## src/rtl/sram_bank_ctrl_pkg.sv

```systemverilog
// Shared definitions for the parametrised SRAM bank controller.
// Holds the FSM state encodings, the default parameter values and the
// helpers that derive address-field widths from the bank/macro counts.
package sram_bank_ctrl_pkg;

  // Default configuration, matching the fixed 4-bank/16-macro/8-bit part.
  localparam int DEF_DW       = 8;
  localparam int DEF_MACRO_AW = 10;
  localparam int DEF_NMACRO   = 16;
  localparam int DEF_NBANK    = 4;
  localparam int DEF_RD_LAT   = 1;

  // FSM state encodings; kept as plain constants so older tools read them.
  typedef logic [1:0] state_t;
  localparam state_t ST_IDLE   = 2'd0;
  localparam state_t ST_ACCESS = 2'd1;
  localparam state_t ST_WAIT   = 2'd2;
  localparam state_t ST_RESP   = 2'd3;

  // Width of a field that selects one of n items; never narrower than 1 bit.
  function automatic int fieldWidth(input int n);
    return (n <= 1) ? 1 : $clog2(n);
  endfunction

  // Host word-address width for a given geometry.
  function automatic int hostAddrWidth(input int nBank, input int nMacro, input int macroAw);
    return fieldWidth(nBank) + fieldWidth(nMacro) + macroAw;
  endfunction

endpackage

```

## src/rtl/sram_bank_sel_dec.sv

```systemverilog
// Decodes the latched {bank, macro} pair into the active-low per-macro chip
// selects and output enables. Purely combinational; all bits stay high when
// no access is in progress, and output enables only drop for reads.
module sram_bank_sel_dec
  import sram_bank_ctrl_pkg::*;
#(
  parameter int NBANK  = DEF_NBANK,
  parameter int NMACRO = DEF_NMACRO,
  localparam int BW    = fieldWidth(NBANK),
  localparam int MW    = fieldWidth(NMACRO)
) (
  input  logic [BW-1:0]           i_bank,
  input  logic [MW-1:0]           i_macro,
  input  logic                    i_active,
  input  logic                    i_read,
  output logic [NBANK*NMACRO-1:0] o_csb,
  output logic [NBANK*NMACRO-1:0] o_oeb
);

  logic [BW+MW-1:0] w_index;

  assign w_index = {i_bank, i_macro};

  // One-cold select of the addressed macro; OEB follows CSB only on reads.
  always_comb begin
    o_csb = '1;
    o_oeb = '1;
    if (i_active) begin
      o_csb[w_index] = 1'b0;
      if (i_read) begin
        o_oeb[w_index] = 1'b0;
      end
    end
  end

endmodule

```

## src/rtl/sram_bank_ctrl.sv

```systemverilog
// SRAM bank controller: valid/ready request channel in, valid/ready read
// response channel out, driving NBANK x NMACRO SRAM macros with shared
// address/data/enable lines and per-macro active-low selects.
// Optional build macro SRAM_BANK_CTRL_STATS_EN adds saturating 16-bit
// accepted-read/accepted-write counters on RD_CNT/WR_CNT.
module sram_bank_ctrl
  import sram_bank_ctrl_pkg::*;
#(
  parameter int DW       = DEF_DW,
  parameter int MACRO_AW = DEF_MACRO_AW,
  parameter int NMACRO   = DEF_NMACRO,
  parameter int NBANK    = DEF_NBANK,
  parameter int RD_LAT   = DEF_RD_LAT,
  localparam int BW      = fieldWidth(NBANK),
  localparam int MW      = fieldWidth(NMACRO),
  localparam int AW      = hostAddrWidth(NBANK, NMACRO, MACRO_AW)
) (
  input  logic                    CLK,
  input  logic                    RST,
  input  logic                    REQ_VALID,
  output logic                    REQ_READY,
  input  logic                    REQ_WE,
  input  logic [AW-1:0]           REQ_ADDR,
  input  logic [DW-1:0]           REQ_WDATA,
  output logic                    RSP_VALID,
  input  logic                    RSP_READY,
  output logic [DW-1:0]           RSP_RDATA,
  output logic [MACRO_AW-1:0]     MEM_ADDR,
  output logic                    MEM_CE,
  output logic                    MEM_WEB,
  output logic [DW-1:0]           MEM_IDATA,
  output logic [NBANK*NMACRO-1:0] MEM_CSB,
  output logic [NBANK*NMACRO-1:0] MEM_OEB,
  input  logic [NBANK*DW-1:0]     MEM_ODATA
`ifdef SRAM_BANK_CTRL_STATS_EN
  ,
  output logic [15:0]             RD_CNT,
  output logic [15:0]             WR_CNT
`endif
);

  localparam int CW = fieldWidth(RD_LAT);

  state_t             r_state;
  logic               r_we;
  logic [BW-1:0]      r_bank;
  logic [MW-1:0]      r_macro;
  logic [MACRO_AW-1:0] r_addr;
  logic [DW-1:0]      r_wdata;
  logic [DW-1:0]      r_rdata;
  logic [CW-1:0]      r_waitCnt;

  logic               w_accept;
  logic               w_active;
  logic               w_read;
  logic [DW-1:0]      w_bankData;

  // Requests are only taken in IDLE and never while reset is asserted.
  assign REQ_READY = (r_state == ST_IDLE) && !RST;
  assign w_accept  = REQ_VALID && REQ_READY;

  // The macros are driven during the single ACCESS cycle and every WAIT cycle.
  assign w_active  = (r_state == ST_ACCESS) || (r_state == ST_WAIT);
  assign w_read    = !r_we;

  assign MEM_CE    = w_active;
  assign MEM_WEB   = !((r_state == ST_ACCESS) && r_we);
  assign MEM_ADDR  = r_addr;
  assign MEM_IDATA = r_wdata;
  assign RSP_VALID = (r_state == ST_RESP);
  assign RSP_RDATA = r_rdata;

  sram_bank_sel_dec #(
    .NBANK  (NBANK),
    .NMACRO (NMACRO)
  ) u_sel_dec (
    .i_bank   (r_bank),
    .i_macro  (r_macro),
    .i_active (w_active),
    .i_read   (w_read),
    .o_csb    (MEM_CSB),
    .o_oeb    (MEM_OEB)
  );

  // Pick the read-data lane of the bank latched at accept time.
  always_comb begin
    w_bankData = '0;
    for (int b = 0; b < NBANK; b++) begin
      if (r_bank == BW'(b)) begin
        w_bankData = MEM_ODATA[b*DW +: DW];
      end
    end
  end

  // Main sequencer: accept, drive the access, wait out the read latency,
  // capture on the last access edge, then hold the response until taken.
  always_ff @(posedge CLK) begin
    if (RST) begin
      r_state   <= ST_IDLE;
      r_we      <= 1'b0;
      r_bank    <= '0;
      r_macro   <= '0;
      r_addr    <= '0;
      r_wdata   <= '0;
      r_rdata   <= '0;
      r_waitCnt <= '0;
    end else begin
      case (r_state)
        ST_IDLE: begin
          if (w_accept) begin
            r_we    <= REQ_WE;
            r_addr  <= REQ_ADDR[MACRO_AW-1:0];
            r_macro <= REQ_ADDR[MACRO_AW +: MW];
            r_bank  <= REQ_ADDR[MACRO_AW+MW +: BW];
            r_wdata <= REQ_WDATA;
            r_state <= ST_ACCESS;
          end
        end
        ST_ACCESS: begin
          if (r_we) begin
            r_state <= ST_IDLE;
          end else if (RD_LAT > 1) begin
            r_waitCnt <= CW'(RD_LAT - 2);
            r_state   <= ST_WAIT;
          end else begin
            r_rdata <= w_bankData;
            r_state <= ST_RESP;
          end
        end
        ST_WAIT: begin
          if (r_waitCnt == '0) begin
            r_rdata <= w_bankData;
            r_state <= ST_RESP;
          end else begin
            r_waitCnt <= r_waitCnt - 1'b1;
          end
        end
        ST_RESP: begin
          if (RSP_READY) begin
            r_state <= ST_IDLE;
          end
        end
        default: begin
          r_state <= ST_IDLE;
        end
      endcase
    end
  end

`ifdef SRAM_BANK_CTRL_STATS_EN
  logic [15:0] r_rdCnt;
  logic [15:0] r_wrCnt;

  assign RD_CNT = r_rdCnt;
  assign WR_CNT = r_wrCnt;

  // Saturating counts of accepted reads and writes, bumped on the accept edge.
  always_ff @(posedge CLK) begin
    if (RST) begin
      r_rdCnt <= '0;
      r_wrCnt <= '0;
    end else if (w_accept) begin
      if (!REQ_WE && (r_rdCnt != 16'hFFFF)) begin
        r_rdCnt <= r_rdCnt + 16'd1;
      end
      if (REQ_WE && (r_wrCnt != 16'hFFFF)) begin
        r_wrCnt <= r_wrCnt + 16'd1;
      end
    end
  end
`endif

endmodule

```

## config.mk

```make
export PLATFORM = sky130hd
export DESIGN_NAME = sram_bank_ctrl
export DESIGN_NICKNAME = d
export VERILOG_FILES = /design/src/rtl/sram_bank_ctrl_pkg.sv /design/src/rtl/sram_bank_sel_dec.sv /design/src/rtl/sram_bank_ctrl.sv
export SDC_FILE = /design/constraint.sdc
export NUM_CORES = 1
export LEC_CHECK = 0
export BUFFER_PORTS_ARGS = -buffer_cell sky130_fd_sc_hd__buf_2
export CAP_MARGIN = 25
export CORE_MARGIN = 2
export CORE_UTILIZATION = 35
export DETAILED_ROUTE_END_ITERATION = 7
export PLACE_DENSITY = 0.73
export SKIP_CTS_REPAIR_TIMING = 1
export SYNTH_ARGS = -nofsm -noshare
export SYNTH_HDL_FRONTEND = slang
export SYNTH_SLANG_ARGS = --single-unit
```

## constraint.sdc

```tcl
create_clock -name CLK -period 2 [get_ports CLK]
set_input_delay 0 -clock CLK [delete_from_list [all_inputs] [get_ports CLK]]
set_output_delay 0 -clock CLK [all_outputs]
set_load 0.01 [all_outputs]
```

* After elaboration in Yosys (flattened, before gate mapping)
Cells that the tools add are included.
** Storage, ports and cells
- Register bits after elaboration :: 36
- Output and inout bits :: 158
** Operators by class
- $add $sub $neg :: 1
- $lt $le $gt $ge :: 2
- Equal/unequal tests :: 10
- Multiplexer cells :: 18
- Bitwise operators :: 1
- Reduce and logical (&&, ||, !) cells :: 13
** Operator list (number)
- $mux 64 :: 3
- $not 64->64 :: 1
- $mux 8 :: 6
- $pmux 8 s2 :: 1
- $eq 2x2->1 const B :: 4
- $mux 2 :: 4
- $pmux 2 s4 :: 1
- $lt 6x7->1 const B :: 1
- $demux 1 s6 :: 1
- $ge 6x1->1 const B :: 1
- $ne 2x2->1 const B :: 3
- $reduce_and 3->1 :: 2
- $eq 2x1->1 const B :: 2
- $logic_and 1x1->1 :: 4
- $logic_not 2->1 :: 2
- $logic_not 1->1 :: 2
- $mux 1 :: 2
- $ne 2x1->1 const B :: 1
- $reduce_and 2->1 :: 1
- $reduce_bool 2->1 :: 1
- $logic_or 1x1->1 :: 1
- $sub 1x1->1 const B :: 1

* Longest topological paths before layout
Gate-level depths: netlist of run 1.
- Word-level depth :: 7
- Mapped depth :: 8

* Cells and area by module
A second synthesis of run 1 with hierarchy kept.
** Second synthesis, totals
- Cell total of the unflattened synthesis :: 357
- Area total of the unflattened synthesis :: 2680.1 um^2
** Modules (own cells, without submodules)
- sram_bank_ctrl :: times used 1, cells an instance 167, area each 1640.3 um^2, seq. area each 700.7 um^2
- sram_bank_sel_dec :: times used 1, cells an instance 190, area each 1039.7 um^2, seq. area each 0.0 um^2

* Worst setup path after synthesis of run 1
No wires, ideal clock.
- Path kind :: flip-flop to flip-flop
- Start point :: reg r_state[0]
- End point :: reg r_addr[0], in the netlist MEM_ADDR[0]
- Library setup time :: 0.113 ns
- Arrival time :: 1.451 ns
- Required time :: 1.887 ns
- Path slack :: 0.437 ns
- Stages on the path, launching flop included :: 9
- Path buffers :: 2
- Clock period less this slack :: 1.563 ns
- Path through :: dfxtp_1 -> inv_1 -> ha_1 -> and2b_1 -> and2_1 -> buf_4 -> buf_6 -> nand2_1 -> nand2_1
** Between the ends
- Word-level cells in the longest chain between the ends :: 4
** RTL lines
- start, declared :: RTL line sram_bank_ctrl.sv:44 : state_t r_state;
- start signal, assigned :: RTL line sram_bank_ctrl.sv:99 : r_state <= ST_IDLE;
- start signal, assigned :: RTL line sram_bank_ctrl.sv:116 : r_state <= ST_ACCESS;
- start signal, assigned :: RTL line sram_bank_ctrl.sv:121 : r_state <= ST_IDLE;
- $logic_not 2->1 :: RTL line sram_bank_ctrl.sv:59 : assign REQ_READY = (r_state == ST_IDLE) && !RST;
- $logic_and 1x1->1 :: RTL line sram_bank_ctrl.sv:59
- via REQ_READY :: RTL line sram_bank_ctrl.sv:21 : output logic REQ_READY,
- $logic_and 1x1->1 :: RTL line sram_bank_ctrl.sv:60 : assign w_accept = REQ_VALID && REQ_READY;
- $reduce_and 2->1 (no line)
- end signal, assigned :: RTL line sram_bank_ctrl.sv:112 : r_addr <= REQ_ADDR[MACRO_AW-1:0];
- end, declared :: RTL line sram_bank_ctrl.sv:48 : logic [MACRO_AW-1:0] r_addr;
The timed path passes the listed nets, and every way through them passes these cells.
A chain may end at the register's enable or synchronous reset.

* Final worst setup path of run 1
- Start point :: reg r_state[1]
- End point :: out MEM_OEB[12]
** Between the ends
- Word-level cells in the longest chain between the ends :: 3
** RTL lines
- $eq 2x1->1 / $eq 2x2->1 (equally long branches) :: RTL line sram_bank_ctrl.sv:63 : assign w_active = (r_state == ST_ACCESS) || (r_state == ST_WAIT);
- $logic_or 1x1->1 * :: RTL line sram_bank_ctrl.sv:63
- $mux 64 * :: RTL line sram_bank_sel_dec.sv:28 : if (i_active) begin
- end, declared :: RTL line sram_bank_ctrl.sv:33 : output logic [NBANK*NMACRO-1:0] MEM_OEB,
Mark *: on every way between the ends. The rest lies on a longest branch, timed or not.

==> summary.txt, run 1 <==
Worst-Skew Late Latency = 0.28 ns
count of different cell masters after synthesis = 28
starting density of the core = 35.9%
post-layout net count = 657
worst vdd ir = 408 µV
root buffer cell = clkbuf_8
WP data required = 2.00 ns
GRT Overall Usage = 21.0%
Layout Skew = 0.0111 ns
worst-case clock buffer depth = 2
reg-to-reg startpoint = r_state[1]
TritonRoute pass-1 iters = 4
Hold Path Depth = 2
Place WS = 0.236 ns
Max Freq = 535 MHz
Worst-path clk slew = 0.06 ns
antenna cells = 0
Tcrit/Tclk final = 93.4%
Register Area = 704 µm²
share of layout cells above drive strength 1 = 46.4%
post-route antenna net violation count = 0
Hold Path Sink = r_state[0]
worst-margin pin slew = 0.545 ns
Switch Pwr = 0.000572 W
DRT iter0 DRCs = 142
PwrDens = 474 mW/mm²
final setup TNS = 0 ns
Lkg Pwr = 1.67 nW
Cell Area, Synth = 0.00241 mm²
Die ar. = 0.00758 mm²
Comb pwr share = 27.7%
Internal = 0.00131 W
Hold WC Path Type = in2reg
Area contributors post-synth = dfxtp_1 29%, nand2_1 29%, mux4_2 7.5%
Max-cap violations = 0
CTS sink count = 35
Die Y-Extent = 87.1 µm
Worst R2R Setup Slack = 0.39 ns
Final setup viols = 0
Hold WS = 0.0301 ns
R2R cell count = 6
DP Wirelength = 6790 µm
largest net degree at the start of global routing = 27
placed cell count = 640
DRC viols = 0
initial antenna violation count = 0
final worst slack = 0.132 ns
Crit Path Class = reg2out
#FFs+latches synth = 35
I/O Pins = 219
final hold vios = 0
Yosys top cell by area = dfxtp_1
core footprint = 0.00672 mm²
final std cells w/o fill = 673
Num CTS Buffers = 5
H-tree depth = 2
proportion of synthesized chip area in sequential cells = 29.0%
min-delay src = RST
synth warn = 0
row cnt = 30
Post-Syn Nets = 416
first-pass GRT wire length = 12,800 µm
Area growth syn-to-layout = 64.2%
Post-synth top cells = 184 x nand2_1, 35 x dfxtp_1, 25 x nor2_1
cell with the most instances after synthesis = nand2_1
Routed WL = 8880 µm
fin. max-slew vios = 0
switching part of the total = 30.4%
worst-path fanout max = 9
grt total ovfl = 0
CTS tree = built
Reg2Reg Capture Point = RSP_RDATA[6]
via-per-instance ratio = 4.78
Post-synth ARST share = 0%
Top FF cell, synth = dfxtp_1
status = complete, no violations
wire per inst = 13.2 µm
# fillers = 630
Die W = 87.1 µm
IO Port Bufs = 218
Startpoint Class = flip-flop
clock network fraction of total power = 29.6%
Sequential Power Share = 42.7%
area fraction of the dominant cell type after synthesis = 29.0%
Post-synth EDFFs = 0
syn avg cell area = 6.88 µm²
crit path capture type = output port
Syn Inst Count = 351
RD Place Congestion = 0.815
vias = 3,215
Slew Limit Headroom = 63.4%
Multi-input gate area = 0.00163 mm²
shortest period the worst path allows = 1.87 ns
vias in the first global route = 2,658
WP data arrival = 1.87 ns
[cell families after synthesis]
group / Yosys count / share of synthesized area, %
buffers and inverters: 21 / 5.28
AND/OR/NAND/NOR: 267 / 49.9
flip-flops: 35 / 29.0
adder cells (fa/ha/maj): 4 / 2.07
multiplexers: 17 / 11.2
AO/OA/AOI/OAI: 7 / 2.49
[area by class of cell]
class / instances / share of cell area (%)
Clock buffer: 7 / 2.43
Clock inverter: 1 / 0.189
Inverter: 5 / 0.473
Tap cell: 80 / 2.52
Timing Repair Buffer: 250 / 35.5
Sequential cell: 35 / 17.8
Multi-Input combinational cell: 295 / 41.2
[cell usage in the layout (no fill, tap or decap), types with 6 or more instances in the layout]
cell	instances
nand2_1	183
nand2b_1	6
nor2_2	16
buf_4	6
nand3b_1	24
mux4_2	8
mux2i_1	9
nor2_1	21
dlygate4sd3_1	25
buf_2	218
clkbuf_8	7
dfxtp_1	32
[sequential cells by signal, summed over array words and instances (netlist names)]
register,count
MEM_ADDR,10
RSP_RDATA,8
r_bank,2
r_state,2
r_macro,4
MEM_IDATA,8
r_we,1
[power groups by stage]
stage / clock (W) / combinational (W) / sequential (W)
after global routing: 0.000624 / 0.000576 / 0.000811
after global placement: 0 / 0.000460 / 0.000813
after detailed placement: 0 / 0.000468 / 0.000815
after floorplan: 0 / 0.000298 / 0.000815
after CTS: 0.000577 / 0.000470 / 0.000800
final: 0.000556 / 0.000521 / 0.000804
[worst max path at each step]
| stage | startpoint | end | slack, ns | cells past startpoint |
|---|---|---|---|---|
| 4_1_cts | r_state[0] | MEM_CSB[14] | -0.07 | 6 |
| 3_5_place_dp | r_state[0] | MEM_CSB[14] | 0.24 | 6 |
| 6_report | r_state[1] | MEM_OEB[12] | 0.13 | 7 |
| 2_1_floorplan | r_state[0] | MEM_ADDR[0] | 0.44 | 8 |
| 5_1_grt | r_state[1] | MEM_OEB[36] | -0.007 | 7 |
| 3_3_place_gp | r_state[0] | MEM_OEB[8] | 0.32 | 6 |
[per-stage QoR]
stage                     instance area [µm²]  util (%)  total power (W)
after global placement                   3560      53.0          0.00127
after detailed placement                 3560      53.0          0.00128
after CTS                                3670      54.6          0.00185
final                                    3970      59.0          0.00188
after global routing                     3970      59.0          0.00201
after floorplan                          2410         -          0.00111
[critical path: stages, from the launching register on]
cell and delay [ns]:
dfxtp_2 0.36, inv_1 0.11, ha_4 0.33, nand2_1 0.15, nor3_2 0.23, buf_4 0.20
nand2_1 0.06, buf_2 0.16
[routing by layer]
metal	share of wire, %	GRT usage [%]	vias to the layer above
met2	52	36.4	115
met5	0	0	-
li1	-	-	1599
met1	41	26.0	1485
met4	1.9	6.39	0
met3	4.9	4.45	16
Power figures use the tool's default switching activity.
==> inputs of run 2 (changes only) <==
Settings changed: BUFFER_PORTS_ARGS -buffer_cell sky130_fd_sc_hd__buf_2 to unset, DONT_BUFFER_PORTS set to 1, PLACE_DENSITY 0.73 to 0.46.
==> run 2 against run 1 <==
  * Hold slack better by 0.016 ns
  * Via count down 24%
  * Utilization down 16 points
  * Flip-flop and latch count unchanged
  * Routed wire length down 15%
  * Clock skew about the same
  * Critical endpoint is now MEM_OEB[57]
==> summary.txt, run 2 (same netlist as run 1, synthesis figures left out) <==
CTS sink count = 35
status = complete, no violations
vias in the first global route = 1,927
WP data required = 2.00 ns
worst vdd ir = 379 µV
wire per inst = 16.5 µm
final setup TNS = 0 ns
Lkg Pwr = 1.01 nW
Finished Core Util = 43.2%
post-route antenna net violation count = 0
Hold WS = 0.0462 ns
H-tree depth = 2
commonest non-fill, non-tap cells in the layout = 183 x nand2_1, 34 x dfxtp_1, 26 x dlygate4sd3_1
shortest period the worst path allows = 1.83 ns
Layout Skew = 0.0111 ns
I/O Pins = 219
worst-margin pin slew = 0.594 ns
initial antenna violation count = 0
Tcrit/Tclk final = 91.4%
number of flip-flops in the largest register = 10
placed cell area = 0.00247 mm²
Num CTS Buffers = 5
Routed WL = 7530 µm
starting density of the core = 35.9%
Hold WC Path Type = in2reg
RD Place Congestion = 0.780
share of layout cells above drive strength 1 = 14.6%
TritonRoute pass-1 iters = 4
vias = 2,436
PwrDens = 634 mW/mm²
DRC viols = 0
WP data arrival = 1.83 ns
# fillers = 687
Worst R2R Setup Slack = 0.33 ns
Max-cap violations = 0
final hold vios = 0
Area growth syn-to-layout = 20.1%
root buffer cell = clkbuf_8
Startpoint Class = flip-flop
Worst-path clk slew = 0.08 ns
Layout Cell Area excl Fill = 0.00290 mm²
GRT Overall Usage = 16.6%
post-layout net count = 442
core footprint = 0.00672 mm²
antenna cells = 0
crit path capture type = output port
Die ar. = 0.00758 mm²
DRT iter0 DRCs = 65
worst-case clock buffer depth = 2
via-per-instance ratio = 5.33
fin. max-slew vios = 0
row cnt = 30
Worst-Skew Late Latency = 0.28 ns
worst-path fanout max = 8
IO Port Bufs = 0
grt total ovfl = 0
Max Freq = 547 MHz
Die Y-Extent = 87.1 µm
first-pass GRT wire length = 9930 µm
Final setup viols = 0
Slew Limit Headroom = 60.1%
CTS tree = built
final worst slack = 0.172 ns
most common cell after layout, fill and taps aside = nand2_1
RSZ-0062 raised after global routing = no
DP Wirelength = 5500 µm
Die W = 87.1 µm
largest net degree at the start of global routing = 39
Crit Path Class = reg2out
Place WS = 0.229 ns
-- run 2: cell count changes in the layout (fill, tap and decap cells not counted), moves of 2 or more --
cell      previous run  this run
dfxtp_2              3         1
dfxtp_1             32        34
clkbuf_8             7         5
buf_2              218         0
buf_4                6         8
-- run 2: power by group --
group          switching (W)  internal (W)  total [W]  leakage, nW
combinational       0.000215      0.000171   0.000386        0.671
clock               0.000250      0.000364   0.000615       0.0502
sequential         0.0000852      0.000753   0.000838        0.288
-- run 2: layout make-up --
| type | count | area, µm² | area share [%] |
|---|---|---|---|
| Timing Repair Buffer | 35 | 340 | 11.7 |
| Clock inverter | 2 | 37.5 | 1.29 |
| Clock buffer | 5 | 68.8 | 2.37 |
| Multi-Input combinational cell | 295 | 1630 | 56.3 |
| Inverter | 5 | 18.8 | 0.647 |
| Sequential cell | 35 | 702 | 24.2 |
| Tap cell | 80 | 100 | 3.45 |
-- run 2: worst max-delay path: stages (launching register included) --
cell and delay, ns:
dfxtp_1 0.39, inv_1 0.13, ha_4 0.34, nand3b_1 0.14
nor2_2 0.38, nand2_1 0.18
-- run 2: path summary, 6_finish.rpt --
kind                                     end  cells after the start         from
worst max-delay path             MEM_OEB[57]                      5   r_state[0]
worst max register to register  RSP_RDATA[3]                      6   r_state[1]
worst min register to register   MEM_ADDR[4]                      2  MEM_ADDR[4]
worst min-delay path                    r_we                      3    REQ_VALID
-- run 2: per-layer routing --
layer  vias to the layer above  part of all wire [%]  global-route usage [%]
li1                       1172                     -                       -
met1                      1128                    43                    22.1
met2                       134                    49                    27.6
met3                         2                   8.2                    4.17
met4                         0                  0.11                    2.56
met5                         -                     0                       0
-- run 2: stage by stage --
stage,total power [W],instances
after floorplan,0.00111,351
after global placement,0.00117,423
after detailed placement,0.00117,423
after CTS,0.00179,430
after global routing,0.00194,457
final,0.00184,457
==> inputs of run 3 (changes only) <==
Settings changed: RECOVER_POWER set to 50.
==> run 3 against run 2 <==
  * Hold slack got worse by 0.0063 ns
  * Critical path type unchanged
  * Sequential share of layout area grew 0.17 points
  * Clock skew fell by 0.00066 ns
  * Utilization fell by 0.30 points
  * Non-clock buffer count did not move
  * Maximum frequency grew 0.52%
  * Via count rose by 0.16%
  * Clock power is essentially flat
  * Die area stayed put
  * Largest cell class unchanged
==> summary.txt, run 3 (same netlist as run 1, synthesis figures left out) <==
worst-margin pin slew = 0.631 ns
reg-to-reg startpoint = r_state[1]
Die W = 87.1 µm
Layout Skew = 0.0104 ns
root buffer cell = clkbuf_8
IO Port Bufs = 0
shortest period the worst path allows = 1.82 ns
largest net degree at the start of global routing = 39
WP data required = 2.00 ns
Worst-path clk slew = 0.08 ns
min-delay src = REQ_VALID
vias = 2,440
grt total ovfl = 0
Layout Cell Area excl Fill = 0.00288 mm²
Critical path buffers and inverters = 1
number of flip-flops in the largest register = 10
H-tree depth = 2
Multi-input gate area = 0.00162 mm²
GRT Overall Usage = 16.6%
final setup TNS = 0 ns
PwrDens = 637 mW/mm²
Worst Setup SP = r_state[0]
placed cell count = 423
final hold vios = 0
Worst-Skew Late Latency = 0.28 ns
Sequential Power Share = 45.7%
status = complete, no violations
Comb pwr share = 20.8%
worst-case clock buffer depth = 2
RSZ-0062 raised after global routing = no
Reg2Reg Capture Point = RSP_RDATA[3]
Area growth syn-to-layout = 19.3%
Lkg Pwr = 1.00 nW
share of layout cells above drive strength 1 = 13.5%
Internal = 0.00128 W
Max-cap violations = 0
Register Area = 702 µm²
placed cell area = 0.00247 mm²
DP Wirelength = 5500 µm
Final setup viols = 0
DRC viols = 0
clock network fraction of total power = 33.5%
CP cell instances = inv_1 -> ha_4 -> nand2_2 -> nor3_4 -> nand2_1
Die Y-Extent = 87.1 µm
I/O Pins = 219
commonest non-fill, non-tap cells in the layout = 183 x nand2_1, 34 x dfxtp_1, 26 x dlygate4sd3_1
CP max stage cell = dfxtp_1
via-per-instance ratio = 5.34
Hold Path Depth = 3
Place WS = 0.229 ns
Worst R2R Setup Slack = 0.19 ns
CTS tree = built
Crit Path Class = reg2out
Routed WL = 7560 µm
Hold Path Sink = r_we
CP top delay family = simple AND/OR/NAND/NOR gates
antenna cells = 0
Num CTS Buffers = 5
first-pass GRT wire length = 9930 µm
Tcrit/Tclk final = 90.9%
Hold WC Path Type = in2reg
final std cells w/o fill = 457
CP max stage delay = 0.39 ns
Die ar. = 0.00758 mm²
wire per inst = 16.5 µm
vias in the first global route = 1,927
TritonRoute pass-1 iters = 4
worst vdd ir = 379 µV
worst-path fanout max = 8
RD Place Congestion = 0.780
core footprint = 0.00672 mm²
switching part of the total = 29.9%
crit path capture type = output port
post-layout net count = 442
R2R cell count = 6
Slew Limit Headroom = 57.9%
Startpoint Class = flip-flop
most common cell after layout, fill and taps aside = nand2_1
CTS sink count = 35
row cnt = 30
fin. max-slew vios = 0
Switch Pwr = 0.000549 W
Max Freq = 550 MHz
final worst slack = 0.181 ns
starting density of the core = 35.9%
WP data arrival = 1.82 ns
initial antenna violation count = 0
post-route antenna net violation count = 0
DRT iter0 DRCs = 77
# fillers = 692
## run 3: metrics by stage
stage,hold slack (ns),util (%),total power [W]
after CTS,-0.225,38.3,0.00179
after global routing,0.0609,42.9,0.00193
after global placement,0.0754,36.7,0.00117
after floorplan,0.0989,-,0.00111
final,0.0399,42.9,0.00183
after detailed placement,0.0767,36.7,0.00117
## run 3: how the worst max path moves through the flow
stage / endpoint / cells after the start
after floorplan: MEM_ADDR[0] / 8
after global placement: MEM_CSB[32] / 5
after detailed placement: MEM_CSB[32] / 5
after CTS: MEM_CSB[32] / 5
after global routing: MEM_OEB[34] / 5
final: MEM_OEB[32] / 5
## run 3: layout make-up
class / instances / share of cell area (%)
Multi-Input combinational cell: 295 / 56.1
Sequential cell: 35 / 24.4
Timing Repair Buffer: 35 / 11.7
Tap cell: 80 / 3.48
Clock buffer: 5 / 2.39
Clock inverter: 2 / 1.30
Inverter: 5 / 0.652
## run 3: power groups by stage
stage,sequential (W),combinational (W),clock [W]
finish,0.000838,0.000381,0.000615
floorplan,0.000815,0.000298,0
global placement,0.000852,0.000313,0
CTS,0.000836,0.000319,0.000636
global route,0.000847,0.000421,0.000664
detailed placement,0.000852,0.000318,0
## run 3: worst min-delay path, stage by stage
cell and delay [ns]:
nand3b_4 0.15, nand3b_1 0.09, nand2_1 0.06
## run 3: layer usage
layer  vias to the layer above  share of wire [%]  track usage, %
met2                       132                 49            27.6
li1                       1173                  -               -
met3                         2                8.2            4.17
met5                         -                  0               0
met1                      1133                 43            22.1
met4                         0               0.11            2.56
